<file path="src/rtl/pacman_pkg.sv">
`default_nettype none
// +-------------------------------------------------------------------------+
// | pacman_pkg: shared screen offsets, game-phase enum, pellet geometry.    |
// | Rev 1.0                                                                 |
// +-------------------------------------------------------------------------+
package pacman_pkg;

  localparam int OFFSETH = 274;
  localparam int OFFSETV = 58;

  localparam int PELLET_COLS       = 6;
  localparam int PELLET_ROWS       = 5;
  localparam int PELLET_GRID_X0    = 30;
  localparam int PELLET_GRID_Y0    = 30;
  localparam int PELLET_PITCH_LOG2 = 6;
  localparam int PELLET_HALF_W     = 1;

  typedef enum logic [1:0] {
    IDLE = 2'd0,
    PLAY = 2'd1,
    WON  = 2'd2,
    LOST = 2'd3
  } game_state_t;

endpackage
`default_nettype wire

</file>
<file path="src/rtl/pellet_score_if.sv">
`default_nettype none
// +-------------------------------------------------------------------------+
// | pellet_score_if: pixel stream, game controls and score/phase outputs.   |
// | Rev 1.0                                                                 |
// +-------------------------------------------------------------------------+
interface pellet_score_if;
  logic        start;
  logic        ack;
  logic        lose;
  logic [9:0]  hCount;
  logic [9:0]  vCount;
  logic        pacmanFill;
  logic        pelletFill;
  logic [15:0] score;
  logic        win;
  logic        lost;

  modport master (
    output start, ack, lose, hCount, vCount, pacmanFill,
    input  pelletFill, score, win, lost
  );

  modport slave (
    input  start, ack, lose, hCount, vCount, pacmanFill,
    output pelletFill, score, win, lost
  );
endinterface
`default_nettype wire

</file>
<file path="src/rtl/pellet_score_locator.sv">
`default_nettype none
// +-------------------------------------------------------------------------+
// | pellet_locator: maps a VGA pixel to (on-pellet, pellet index).          |
// | Rev 1.0                                                                 |
// +-------------------------------------------------------------------------+
module pellet_locator
  import pacman_pkg::*;
#(
  parameter int COLS        = PELLET_COLS,
  parameter int ROWS        = PELLET_ROWS,
  parameter int GRID_X0     = PELLET_GRID_X0,
  parameter int GRID_Y0     = PELLET_GRID_Y0,
  parameter int PITCH_LOG2  = PELLET_PITCH_LOG2,
  parameter int PELLET_HALF = PELLET_HALF_W,
  parameter int IW          = $clog2(COLS * ROWS)
) (
  input  wire logic [9:0]    i_hCount,
  input  wire logic [9:0]    i_vCount,
  output logic               o_onPellet,
  output logic [IW-1:0]      o_idx
);

  localparam int CW = 11 - PITCH_LOG2;
  localparam logic signed [10:0]     c_XBIAS = 11'(OFFSETH + GRID_X0 - PELLET_HALF);
  localparam logic signed [10:0]     c_YBIAS = 11'(OFFSETV + GRID_Y0 - PELLET_HALF);
  localparam logic [PITCH_LOG2-1:0]  c_SPAN  = PITCH_LOG2'(2 * PELLET_HALF);
  localparam logic [CW-1:0]          c_COLS  = CW'(COLS);
  localparam logic [CW-1:0]          c_ROWS  = CW'(ROWS);

  logic signed [10:0] w_lx;
  logic signed [10:0] w_ly;
  logic [CW-1:0]      w_col;
  logic [CW-1:0]      w_row;

  // Bias puts each pellet's left/top edge at offset 0 within its pitch cell
  assign w_lx  = $signed({1'b0, i_hCount}) - c_XBIAS;
  assign w_ly  = $signed({1'b0, i_vCount}) - c_YBIAS;
  assign w_col = w_lx[10:PITCH_LOG2];
  assign w_row = w_ly[10:PITCH_LOG2];

  assign o_onPellet = !w_lx[10] && !w_ly[10]
                   && (w_lx[PITCH_LOG2-1:0] <= c_SPAN)
                   && (w_ly[PITCH_LOG2-1:0] <= c_SPAN)
                   && (w_col < c_COLS) && (w_row < c_ROWS);

  assign o_idx = IW'(w_row) * IW'(COLS) + IW'(w_col);

endmodule
`default_nettype wire

</file>
<file path="src/rtl/pellet_score.sv">
`default_nettype none
// +-------------------------------------------------------------------------+
// | pellet_score: pellet bitmap, saturating score and game-phase FSM.       |
// | Rev 1.0                                                                 |
// +-------------------------------------------------------------------------+
module pellet_score
  import pacman_pkg::*;
#(
  parameter int COLS          = PELLET_COLS,
  parameter int ROWS          = PELLET_ROWS,
  parameter int GRID_X0       = PELLET_GRID_X0,
  parameter int GRID_Y0       = PELLET_GRID_Y0,
  parameter int PITCH_LOG2    = PELLET_PITCH_LOG2,
  parameter int PELLET_HALF   = PELLET_HALF_W,
  parameter int PELLET_POINTS = 1,
  parameter int WIN_SCORE     = 30
) (
  input  wire logic      clk,
  input  wire logic      reset,
  pellet_score_if.slave  bus
);

  localparam int NPEL = COLS * ROWS;
  localparam int IW   = $clog2(NPEL);
  localparam logic [15:0] c_WIN = 16'(WIN_SCORE);
  localparam logic [16:0] c_PTS = 17'(PELLET_POINTS);

  game_state_t       r_state;
  game_state_t       w_state_nx;
  logic [NPEL-1:0]   r_bitmap;
  logic [NPEL-1:0]   w_bitmap_nx;
  logic [15:0]       r_score;
  logic [15:0]       w_score_nx;
  logic              r_win;
  logic              r_lost;
  logic              w_on;
  logic [IW-1:0]     w_idx;
  logic              w_live;
  logic [16:0]       w_sum;
  logic [15:0]       w_sat;

  pellet_locator #(
    .COLS(COLS), .ROWS(ROWS), .GRID_X0(GRID_X0), .GRID_Y0(GRID_Y0),
    .PITCH_LOG2(PITCH_LOG2), .PELLET_HALF(PELLET_HALF), .IW(IW)
  ) u_locator (
    .i_hCount   (bus.hCount),
    .i_vCount   (bus.vCount),
    .o_onPellet (w_on),
    .o_idx      (w_idx)
  );

  assign w_live = w_on && r_bitmap[w_idx];
  assign w_sum  = {1'b0, r_score} + c_PTS;
  assign w_sat  = w_sum[16] ? 16'hFFFF : w_sum[15:0];

  always_comb begin
    w_state_nx  = r_state;
    w_bitmap_nx = r_bitmap;
    w_score_nx  = r_score;
    case (r_state)
      IDLE: if (bus.start) w_state_nx = PLAY;
      PLAY: begin
        // lose wins over a same-cycle eat
        if (bus.lose) begin
          w_state_nx = LOST;
        end else if (bus.pacmanFill && w_live) begin
          w_bitmap_nx[w_idx] = 1'b0;
          w_score_nx         = w_sat;
          if (w_sat >= c_WIN) w_state_nx = WON;
        end
      end
      WON, LOST: begin
        if (bus.ack) begin
          w_state_nx  = IDLE;
          w_bitmap_nx = '1;
          w_score_nx  = '0;
        end
      end
      default: w_state_nx = IDLE;
    endcase
  end

  always_ff @(posedge clk or posedge reset) begin
    if (reset) begin
      r_state  <= IDLE;
      r_bitmap <= '1;
      r_score  <= '0;
      r_win    <= 1'b0;
      r_lost   <= 1'b0;
    end else begin
      r_state  <= w_state_nx;
      r_bitmap <= w_bitmap_nx;
      r_score  <= w_score_nx;
      r_win    <= (w_state_nx == WON);
      r_lost   <= (w_state_nx == LOST);
    end
  end

  assign bus.pelletFill = w_live && (r_state != WON) && (r_state != LOST);
  assign bus.score      = r_score;
  assign bus.win        = r_win;
  assign bus.lost       = r_lost;

endmodule
`default_nettype wire

</file>
<file path="src/flat_wrapper.sv">
// flat-port wrapper written by rule: the top's interface ports become plain ports
module pellet_score_flat import pacman_pkg::*;
#(
  parameter int COLS          = PELLET_COLS,
  parameter int ROWS          = PELLET_ROWS,
  parameter int GRID_X0       = PELLET_GRID_X0,
  parameter int GRID_Y0       = PELLET_GRID_Y0,
  parameter int PITCH_LOG2    = PELLET_PITCH_LOG2,
  parameter int PELLET_HALF   = PELLET_HALF_W,
  parameter int PELLET_POINTS = 1,
  parameter int WIN_SCORE     = 30
)
  (clk, reset, bus_start, bus_ack, bus_lose, bus_hCount, bus_vCount, bus_pacmanFill, bus_pelletFill, bus_score, bus_win, bus_lost);
  pellet_score_if bus_i ();
  input  wire logic clk;
  input  wire logic reset;
  input wire logic [$bits(bus_i.start)-1:0] bus_start;
  input wire logic [$bits(bus_i.ack)-1:0] bus_ack;
  input wire logic [$bits(bus_i.lose)-1:0] bus_lose;
  input wire logic [$bits(bus_i.hCount)-1:0] bus_hCount;
  input wire logic [$bits(bus_i.vCount)-1:0] bus_vCount;
  input wire logic [$bits(bus_i.pacmanFill)-1:0] bus_pacmanFill;
  output wire logic [$bits(bus_i.pelletFill)-1:0] bus_pelletFill;
  output wire logic [$bits(bus_i.score)-1:0] bus_score;
  output wire logic [$bits(bus_i.win)-1:0] bus_win;
  output wire logic [$bits(bus_i.lost)-1:0] bus_lost;
  assign bus_i.start = bus_start;
  assign bus_i.ack = bus_ack;
  assign bus_i.lose = bus_lose;
  assign bus_i.hCount = bus_hCount;
  assign bus_i.vCount = bus_vCount;
  assign bus_i.pacmanFill = bus_pacmanFill;
  assign bus_pelletFill = bus_i.pelletFill;
  assign bus_score = bus_i.score;
  assign bus_win = bus_i.win;
  assign bus_lost = bus_i.lost;
  pellet_score #(.COLS(COLS), .ROWS(ROWS), .GRID_X0(GRID_X0), .GRID_Y0(GRID_Y0), .PITCH_LOG2(PITCH_LOG2), .PELLET_HALF(PELLET_HALF), .PELLET_POINTS(PELLET_POINTS), .WIN_SCORE(WIN_SCORE)) u_core (.clk(clk), .reset(reset), .bus(bus_i));
endmodule
</file>
<file path="config.mk">
export PLATFORM = sky130hd
export DESIGN_NAME = pellet_score_flat
export DESIGN_NICKNAME = d
export VERILOG_FILES = /design/src/rtl/pacman_pkg.sv /design/src/rtl/pellet_score_if.sv /design/src/rtl/pellet_score_locator.sv /design/src/rtl/pellet_score.sv /design/src/flat_wrapper.sv
export SDC_FILE = /design/constraint.sdc
export NUM_CORES = 1
export LEC_CHECK = 0
export ABC_CLOCK_PERIOD_IN_PS = 4500
export CAP_MARGIN = 20
export CORE_MARGIN = 2
export CORE_UTILIZATION = 51
export DETAILED_ROUTE_END_ITERATION = 8
export MAX_ROUTING_LAYER = met4
export PLACE_DENSITY = 0.77
export SYNTH_ARGS = -nofsm -noshare
export SYNTH_HDL_FRONTEND = slang
export SYNTH_SLANG_ARGS = --single-unit
</file>
<file path="constraint.sdc">
create_clock -name clk -period 4.5 [get_ports clk]
set_input_delay 0.45 -clock clk [delete_from_list [all_inputs] [get_ports clk]]
set_output_delay 0.45 -clock clk [all_outputs]
set_load 0.03 [all_outputs]
</file>
Word level (Yosys, flattened, before mapping)
Cells that the tools add are included.
W data, S select, Z words.
{"block": "classes", "n_reduce_logical": 16, "multipliers": 1, "n_div": 0, "mux": 19, "eq_ne": 10, "n_shift": 0, "addsub": 4, "order_cmp": 7, "n_bitwise": 2}
{"cell": "$mux W30", "count": 3}
{"cell": "$mux W16", "count": 4}
{"cell": "$pmux W30 S2", "count": 1}
{"cell": "$pmux W16 S2", "count": 1}
{"cell": "$and A30 B30 Y30", "count": 1}
{"cell": "$not A30 Y30", "count": 1}
{"cell": "$add A16 B1 Y17 const B", "count": 1}
{"cell": "$ge A16 B5 Y1 const B", "count": 1}
{"cell": "$le A6 B2 Y1 const B", "count": 2}
{"cell": "$sub A10 B7 Y11 const B", "count": 1}
{"cell": "$sub A10 B9 Y11 const B", "count": 1}
{"cell": "$logic_and A1 B1 Y1", "count": 10}
{"cell": "$lt A5 B3 Y1 const B", "count": 2}
{"cell": "$mux W2", "count": 5}
{"cell": "$eq A2 B2 Y1 const B", "count": 4}
{"cell": "$ne A2 B2 Y1 const B", "count": 4}
{"cell": "$lt A5 B6 Y1 const B", "count": 1}
{"cell": "$pmux W2 S3", "count": 1}
{"cell": "$add A5 B5 Y5", "count": 1}
{"cell": "$bmux W1 S5", "count": 1}
{"cell": "$demux W1 S5", "count": 1}
{"cell": "$ge A5 B1 Y1 const B", "count": 1}
{"cell": "$mul A5 B2 Y4 const B", "count": 1}
{"cell": "$reduce_and A4 Y1", "count": 1}
{"cell": "7 further kinds", "count": 9}
{"block": "word_totals", "inputBits": 26, "latch_bits": 0, "elab_cells": 64, "romBits": 0, "reg_bits": 50, "ramBits": 0, "memories": 0, "out_inout_bits": 19}

Longest topological paths before layout
Gate-level depths: netlist of run 1.
{"block": "depth", "word_depth": 13, "depth_mapped": 18, "ltp_nobuf": 17}

Modules after synthesis
A second synthesis of run 1 with hierarchy kept.
{"block": "unflattened", "cells_unflattened": 376, "area_unflattened_um2": 3528.4}
{"mod": "pellet_score", "area_per_inst_um2": 2803.9, "cells_each": 280, "n_inst": 1, "seq_area_each_um2": 1288.7}
{"mod": "pellet_locator", "area_per_inst_um2": 724.4, "cells_each": 96, "n_inst": 1, "seq_area_each_um2": 0.0}

Worst setup path before layout of run 1
Ideal clock, no wire load.
{"block": "synth_timing", "kind": "input port to output port", "startpoint": "input port bus_vCount[0]", "endpoint": "output port bus_pelletFill", "arrival_ns": 4.334, "t_required_ns": 4.050, "path_buffers": 1, "setup_slack_ns": -0.284, "cell_stages": 17, "cell_sequence": "ha_1 -> a21o_1 -> a21oi_1 -> xnor2_1 -> ha_1 -> inv_1 -> fa_1 -> inv_1 -> ha_1 -> xor2_1 -> or3_1 -> nand3b_1 -> o211ai_1 -> o41ai_4 -> and2_1 -> buf_4 -> nor2b_1"}
{"block": "synth_via", "elab_chain_cells": 10, "elab_cells_between_ends": 16, "classes_between": "add/sub: 2; mul: 1; order compare: 2; mux: 2; reduce/logical: 9"}
{"item": "from (decl)", "line_no": "flat_wrapper.sv:21", "text": "input wire logic [$bits(bus_i.vCount)-1:0] bus_vCount;"}
{"item": "$sub A10 B7 Y11 (*)", "line_no": "pellet_score_locator.sv:37", "text": "assign w_ly = $signed({1'b0, i_vCount}) - c_YBIAS;"}
{"item": "branches (longest 6 deep; another with $mul A5 B2 Y4)"}
{"item": "$logic_and A1 B1 Y1 (*)", "line_no": "pellet_score.sv:52", "text": "assign w_live = w_on && r_bitmap[w_idx];"}
{"item": "$logic_and A1 B1 Y1 (*) (2 in a row)", "line_no": "pellet_score.sv:99", "text": "assign bus.pelletFill = w_live && (r_state != WON) && (r_state != LOST);"}
{"item": "to (decl)", "line_no": "flat_wrapper.sv:23", "text": "output wire logic [$bits(bus_i.pelletFill)-1:0] bus_pelletFill;"}
Every way passes the cells marked *. The select of a mux whose other input is x is not followed.

Final worst setup path of run 1
{"block": "layout_timing", "startpoint": "input port bus_vCount[4]", "endpoint": "output port bus_pelletFill"}
Same word-level chain as after synthesis.

==> results of run 1 <==
stage by stage:
stage               area, µm²  cells  total power (µW)  TNS, ps  setup WS, ps
floorplan                3830    442              1030        0         0.792
global placement         4650    609              1370    -2240          -259
detailed placement       4650    609              1390    -6650          -374
CTS                      4870    627              1780        0          30.5
global route             4920    630              1910    -37.2         -37.2
finish                   4920    630              1800        0           102
final cells by class:
type                       count  area, µm²
tap                           99        124
clock inverter                 1       8.76
sequential                    50       1290
inverter                      13       48.8
multi-input combinational    354       2420
clock buffer                   7       97.6
fill                         637       2300
timing repair buffer         106        927
power by group through the flow:
stage / Combinational (µW) / Sequential [µW] / Clock, µW
after detailed placement: 867 / 520 / 0
after CTS: 967 / 513 / 303
final: 993 / 514 / 297
after floorplan: 505 / 528 / 0
after global placement: 853 / 520 / 0
after global routing: 1070 / 520 / 318
worst paths after layout:
path / start / endpoint / depth (start not counted)
worst min-delay path: u_core.r_bitmap[12] / u_core.r_bitmap[12] / 2
max in group asynchronous: reset / u_core.r_bitmap[7] / 3
worst max register to register: u_core.bus.score[0] / u_core.bus.win / 8
worst max-delay path: bus_vCount[4] / bus_pelletFill / 15
min in group asynchronous: reset / u_core.r_bitmap[12] / 2
worst min register to register: u_core.r_bitmap[12] / u_core.r_bitmap[12] / 2
cell families after synthesis:
family	share of synthesized area
muxes	0.0398
xor gates and xnor gates	0.0557
AOI/OAI and AO/OA	0.220
buffers and inverters	0.0428
DFF	0.342
and+or+nand+nor	0.250
adders and majority gates	0.0498
registers in the layout, summed over array words and instances, names as in the netlist:
signal and count:
u_core.r_bitmap 30, u_core.bus.score 16, u_core.bus.lost 1, u_core.r_state 2
u_core.bus.win 1
cell usage in the layout (no fill, tap or decap), types with 3 or more instances in the layout:
cell | synthesis | final
clkdlybuf4s50_1 | 0 | 38
a31o_2 | 5 | 5
o22ai_1 | 3 | 3
nand3_1 | 20 | 20
nor2b_1 | 7 | 6
mux2_2 | 8 | 8
nand2_1 | 31 | 30
buf_4 | 1 | 59
inv_2 | 0 | 3
a211oi_1 | 14 | 14
o21ai_0 | 12 | 12
dfstp_2 | 30 | 30
a2111oi_0 | 3 | 3
and2_1 | 6 | 5
nand3b_1 | 5 | 5
xnor2_2 | 1 | 4
xor2_1 | 9 | 8
xnor2_1 | 8 | 5
nand4_1 | 6 | 6
nor2_1 | 52 | 52
inv_1 | 13 | 10
dfrtp_1 | 20 | 20
clkbuf_8 | 0 | 5
ha_1 | 11 | 8
a31oi_1 | 36 | 36
and3_1 | 17 | 16
nor3_1 | 19 | 18
a21oi_2 | 1 | 4
nand2b_1 | 7 | 7
a21oi_1 | 16 | 13
nor4_1 | 7 | 7
a21o_1 | 4 | 4
mux2i_1 | 6 | 6
cell usage after synthesis, types with 4 or more instances:
cell type / instances
nand3b_1: 5
o21ai_0: 12
nand3_1: 20
clkbuf_1: 17
and3_1: 17
a31o_2: 5
a31oi_1: 36
nor4_1: 7
and2_1: 6
nand2_1: 31
mux2i_1: 6
dfrtp_1: 20
nand2b_1: 7
xnor2_1: 8
a21o_1: 4
nor2b_1: 7
inv_1: 13
nor3_1: 19
a211oi_1: 14
ha_1: 11
nor2_1: 52
dfstp_2: 30
xor2_1: 9
mux2_2: 8
a21oi_1: 16
nand4_1: 6
buf_2: 6
per-layer routing:
layer / track usage / vias to the layer above
met3: 0.0360 / 18
li1: - / 1806
met4: 0.0795 / 0
met5: - / -
met2: 0.412 / 154
met1: 0.347 / 1854
tightest hold or removal path, delay by kind of cell, from the launching register on:
kind | cells | cell delay [ps]
compound gates | 1 | 50
flops | 1 | 380
simple gates | 1 | 90
repair_timing:
action                                  4_1_cts  5_1_grt
pin swaps                                     9       11
gates resized for setup                      10       12
setup buffers                                10        2
endpoints found under the setup margin        5       13
==> results.toml, run 1 <==
[status]
status = "complete, no violations"

[power]
pwr-share-clk = 0.165
power_frac_comb = 0.550
switching_power_uw = 699
p_per_area_nw_per_um2 = 367
seq_power_share = 0.285
peakVddDrop_mv = 0.323
internal_power_uw = 1110
p_leak_uw = 0.00207
p_sw_frac = 0.387

[run]
cap_violations = 0

[min_path]
worstHoldPathType = "register to register"

[synthesis]
synth_warnings = 0
yosysTopAreaCell = "dfstp_2"
syn_area_um2 = 3770
avgSynthCellArea_um2 = 8.53
synth_edf_count = 0
syn_inst = 442
synth.top_cell.area_share = 0.209
synth_cell_types = 62
ys_seq_area_frac = 0.342
synth-seq-cells = 50
synthTopCellsByArea = "dfstp_2 (21%), dfrtp_1 (13%), a31oi_1 (6.0%), nor2_1 (5.2%), ha_1 (3.6%)"
synthArstFlopShare = 1.00
ys.flop_type = "dfstp_2"
synth_nets = 481

[route]
top_layer = "met4"
drc_errors = 0
antenna_left = 0
vias_per_cell = 6.08
wl_met3_um = 646
wl_mm = 10.3
dr.pass1.iters = 5
wl_per_cell_um = 16.4
dr_wl_met2_mm = 5.01
via_count = 3832
drtIter0Drc = 251
wl_met1_mm = 4.50

[grt]
antenna_found_initial = 0
grtUsageTotal = 0.259
grt_pass1_wl_mm = 17.1
grt_max_degree = 51
grt_pass1_vias = 3683
overflow = 0

[layout]
final_util = 0.681
layout.nets = 569
diodes = 0
syn_to_final_growth_pct = 30.3
drive_gt1_frac = 0.275

[worst_setup_path]
cp.arrival_ps = 3950
slowest_delay_ps = 490
start_kind = "primary input"
crit_fanout = 4
slowest_stage = "fa_1"
critPathBufInv = 4
crit_chain = "clkdlybuf4s50_1, buf_4, o21ai_1, o21bai_1, xor2_1, fa_1, inv_2, ha_4, a21oi_2, xnor3_1, xnor3_2, o41ai_4, and2_4, nor2b_4, buf_6"
crit_path_end_kind = "output port"
crit_type = "primary input to output port"
cp.required_ps = 4050
r2r_setup_slack_ps = 1630
crit_family = "XOR/XNOR gates"

[floorplanning]
initial_utilization = 0.523
die_height_um = 90.0
die_area_um2 = 8100
core-area_um2 = 7210
fp-row-count = 31
die_w_um = 90.0
ios = 45

[timing]
setup_violations = 0
worst_pin_slew_ps = 654
hold_violations = 0
holdWs_ps = 507
finClkSkew_ps = 9.59
fmaxAchievable_ghz = 0.227
relSlewSlack = 0.560
slew_violations = 0
min_period_ps = 4400
finalCritPeriodShare = 0.977

[placed_design]
gp_congestion = 0.920
hpwl_mm = 7.54
portBuffers = 44

[cts]
numCtsBuffers = 5
clock_latency_ps = 310
cts_root_buf = "clkbuf_8"
cts-hold-fix-buffers = 0
cts_tree = "done"
clockBufferDepth = 2
h-tree-depth = 2
clk_pin_slew_ps = 90
clkSinkCount = 50
(Power assumes the default switching activity.)
==> inputs of run 2 (changes only) <==
--- a/config.mk
+++ b/config.mk
@@ -7,9 +7,10 @@
 export LEC_CHECK = 0
-export ABC_CLOCK_PERIOD_IN_PS = 4500
+export ABC_CLOCK_PERIOD_IN_PS = 4600
 export CAP_MARGIN = 20
 export CORE_MARGIN = 2
-export CORE_UTILIZATION = 51
+export CORE_UTILIZATION = 65
 export DETAILED_ROUTE_END_ITERATION = 8
+export DONT_BUFFER_PORTS = 1
 export MAX_ROUTING_LAYER = met4
-export PLACE_DENSITY = 0.77
+export PLACE_DENSITY = 0.81
 export SYNTH_ARGS = -nofsm -noshare
==> constraint.sdc (replaced) <==
create_clock -name clk -period 4.6 [get_ports clk]
set_input_delay 0.46 -clock clk [delete_from_list [all_inputs] [get_ports clk]]
set_output_delay 0.46 -clock clk [all_outputs]
set_load 0.1 [all_outputs]
==> run 2 against run 1 <==
Design area shrank 17%. Cell count shrank 18%. Via count shrank 10%. Wire length shrank 8.9%. First-iteration DRC count grew 32%. Critical path type unchanged. Worst hold slack lost 320 ps. Core utilization grew 5.6 points. Combinational power shrank 26%. Clock-buffer cell count shrank 1. Critical endpoint unchanged. Largest power group unchanged.
==> results.toml, run 2 (synthesis results as in run 1) <==
[status]
status = "complete, no violations"

[placed_design]
placed_area_um2 = 3920
gp_congestion = 0.907
hpwl_mm = 6.70
portBuffers = 0

[worst_setup_path]
r2r_setup_slack_ps = 1130
crit_path_end_kind = "output port"
timing.rr.start = "u_core.bus.score[2]"
slowest_stage = "fa_1"
r2r_end = "u_core.r_state[0]"
cp.arrival_ps = 3960
slowest_delay_ps = 490
setup.worst_path.start = "bus_vCount[0]"
crit_fanout = 5
r2r_cells = 7
path_common_cell = "o21a_1"
crit_type = "primary input to output port"
cp.required_ps = 4140
start_kind = "primary input"
endpoint = "bus_pelletFill"
crit_chain = "and3_4, o21a_1, o21a_1, xnor2_2, ha_2, inv_1, fa_1, inv_2, ha_4, xor2_4, or3_4, nand3b_1, o211ai_1, o41ai_4, and2_4, nor2b_4, buf_12"

[floorplanning]
ios = 45
core-area_um2 = 5540
die_w_um = 80.2
fp-row-count = 27
die_height_um = 80.2
die_area_um2 = 6430
initial_utilization = 0.681

[grt]
grt_max_degree = 51
grt_pass1_vias = 3234
overflow = 0
antenna_found_initial = 0
grtUsageTotal = 0.316
grt_pass1_wl_mm = 15.6

[timing]
setup_tns_ps = 0
fmaxAchievable_ghz = 0.226
relSlewSlack = 0.226
hold_violations = 0
worst_pin_slew_ps = 1160
slew_violations = 0
min_period_ps = 4420
setup_violations = 0
rsz0062_at_grt = "false"
finClkSkew_ps = 7.62
finalCritPeriodShare = 0.960

[cts]
cts-hold-fix-buffers = 0
h-tree-depth = 2
cts_root_buf = "clkbuf_8"
numCtsBuffers = 5
clk_pin_slew_ps = 100
cts_tree = "done"
clkSinkCount = 50
clock_latency_ps = 310
clockBufferDepth = 2

[run]
cap_violations = 0

[layout]
largest_reg_flops = 30
finalInstanceArea_um2 = 4090
fill_cells = 433
layout_commonest_cell = "nor2_1"
top_register = "u_core.r_bitmap"
layout.nets = 480
final_cell_mix = "nor2_1 (52), a31oi_1 (36), nand2_1 (31)"
register_area_um2 = 1290
multi_input_area_um2 = 2410
syn_to_final_growth_pct = 8.36
diodes = 0
final_util = 0.738
drive_gt1_frac = 0.215

[route]
wl_per_cell_um = 18.3
vias_per_cell = 6.70
drc_errors = 0
dr.pass1.iters = 5
antenna_left = 0
via_count = 3445
wl_mm = 9.41
drtIter0Drc = 331

[power]
p_per_area_nw_per_um2 = 378
p_leak_uw = 0.00168
peakVddDrop_mv = 0.284

[min_path]
worstHoldPathType = "primary input to asynchronous set/reset pin"
[run 2: worst min-delay path by stage]
stage / startpoint / endpoint / slack (ps) / cells after the start
after global placement: u_core.r_bitmap[3] / u_core.r_bitmap[3] / 490 / 2
after global routing: reset / u_core.r_bitmap[14] / 210 / 1
final: reset / u_core.r_bitmap[20] / 190 / 1
after floorplan: u_core.r_bitmap[20] / u_core.r_bitmap[20] / 480 / 2
after CTS: reset / u_core.bus.score[15] / 310 / 1
after detailed placement: u_core.r_bitmap[21] / u_core.r_bitmap[21] / 490 / 2
[run 2: metrics by stage]
| step | worst slack [ps] | hold slack, ps | power [µW] | cells |
|---|---|---|---|---|
| after floorplan | -34.4 | 478 | 1080 | 442 |
| after global placement | 141 | 487 | 1190 | 503 |
| after detailed placement | 36.4 | 489 | 1210 | 503 |
| after CTS | 26.8 | 309 | 1490 | 511 |
| after global routing | 32.9 | 209 | 1630 | 514 |
| final | 185 | 186 | 1550 | 514 |
[run 2: worst max-delay path, delay by kind of cell]
| family | cells | cell delay [ps] |
|---|---|---|
| fa+ha+maj | 3 | 990 |
| simple gates | 5 | 830 |
| xor+xnor | 2 | 410 |
| compound gates | 4 | 980 |
| buf+inv | 3 | 260 |
[run 2: layer usage]
metal | up-vias | global-route usage | wire (µm)
li1 | 1638 | - | -
met1 | 1641 | 0.433 | 4010
met2 | 151 | 0.500 | 4600
met3 | 15 | 0.0427 | 675
met4 | 0 | 0.0847 | 130
met5 | - | - | 0
[run 2: final cells by class]
| type | instances | area share |
|---|---|---|
| multi-input combinational | 354 | 0.590 |
| sequential | 50 | 0.315 |
| timing repair buffer | 17 | 0.0373 |
| tap | 72 | 0.0220 |
| clock buffer | 6 | 0.0202 |
| inverter | 13 | 0.0119 |
| clock inverter | 2 | 0.00367 |
[run 2: where the power goes]
part	internal, µW	switching, µW	total, µW
Sequential	461	73.0	534
Combinational	268	462	730
Clock	125	157	282
[run 2: repair_timing]
action                     in CTS  in global routing
buffers inserted                0                  2
gates resized for setup         0                  4
setup endpoints to repair       0                  1
hold endpoints to repair        0                  0
==> inputs of run 3 (changes only) <==
ABC_CLOCK_PERIOD_IN_PS = default   (was 4600)
==> results of run 3 <==
Final layout, timing and power as in run 2 (identical DEF).
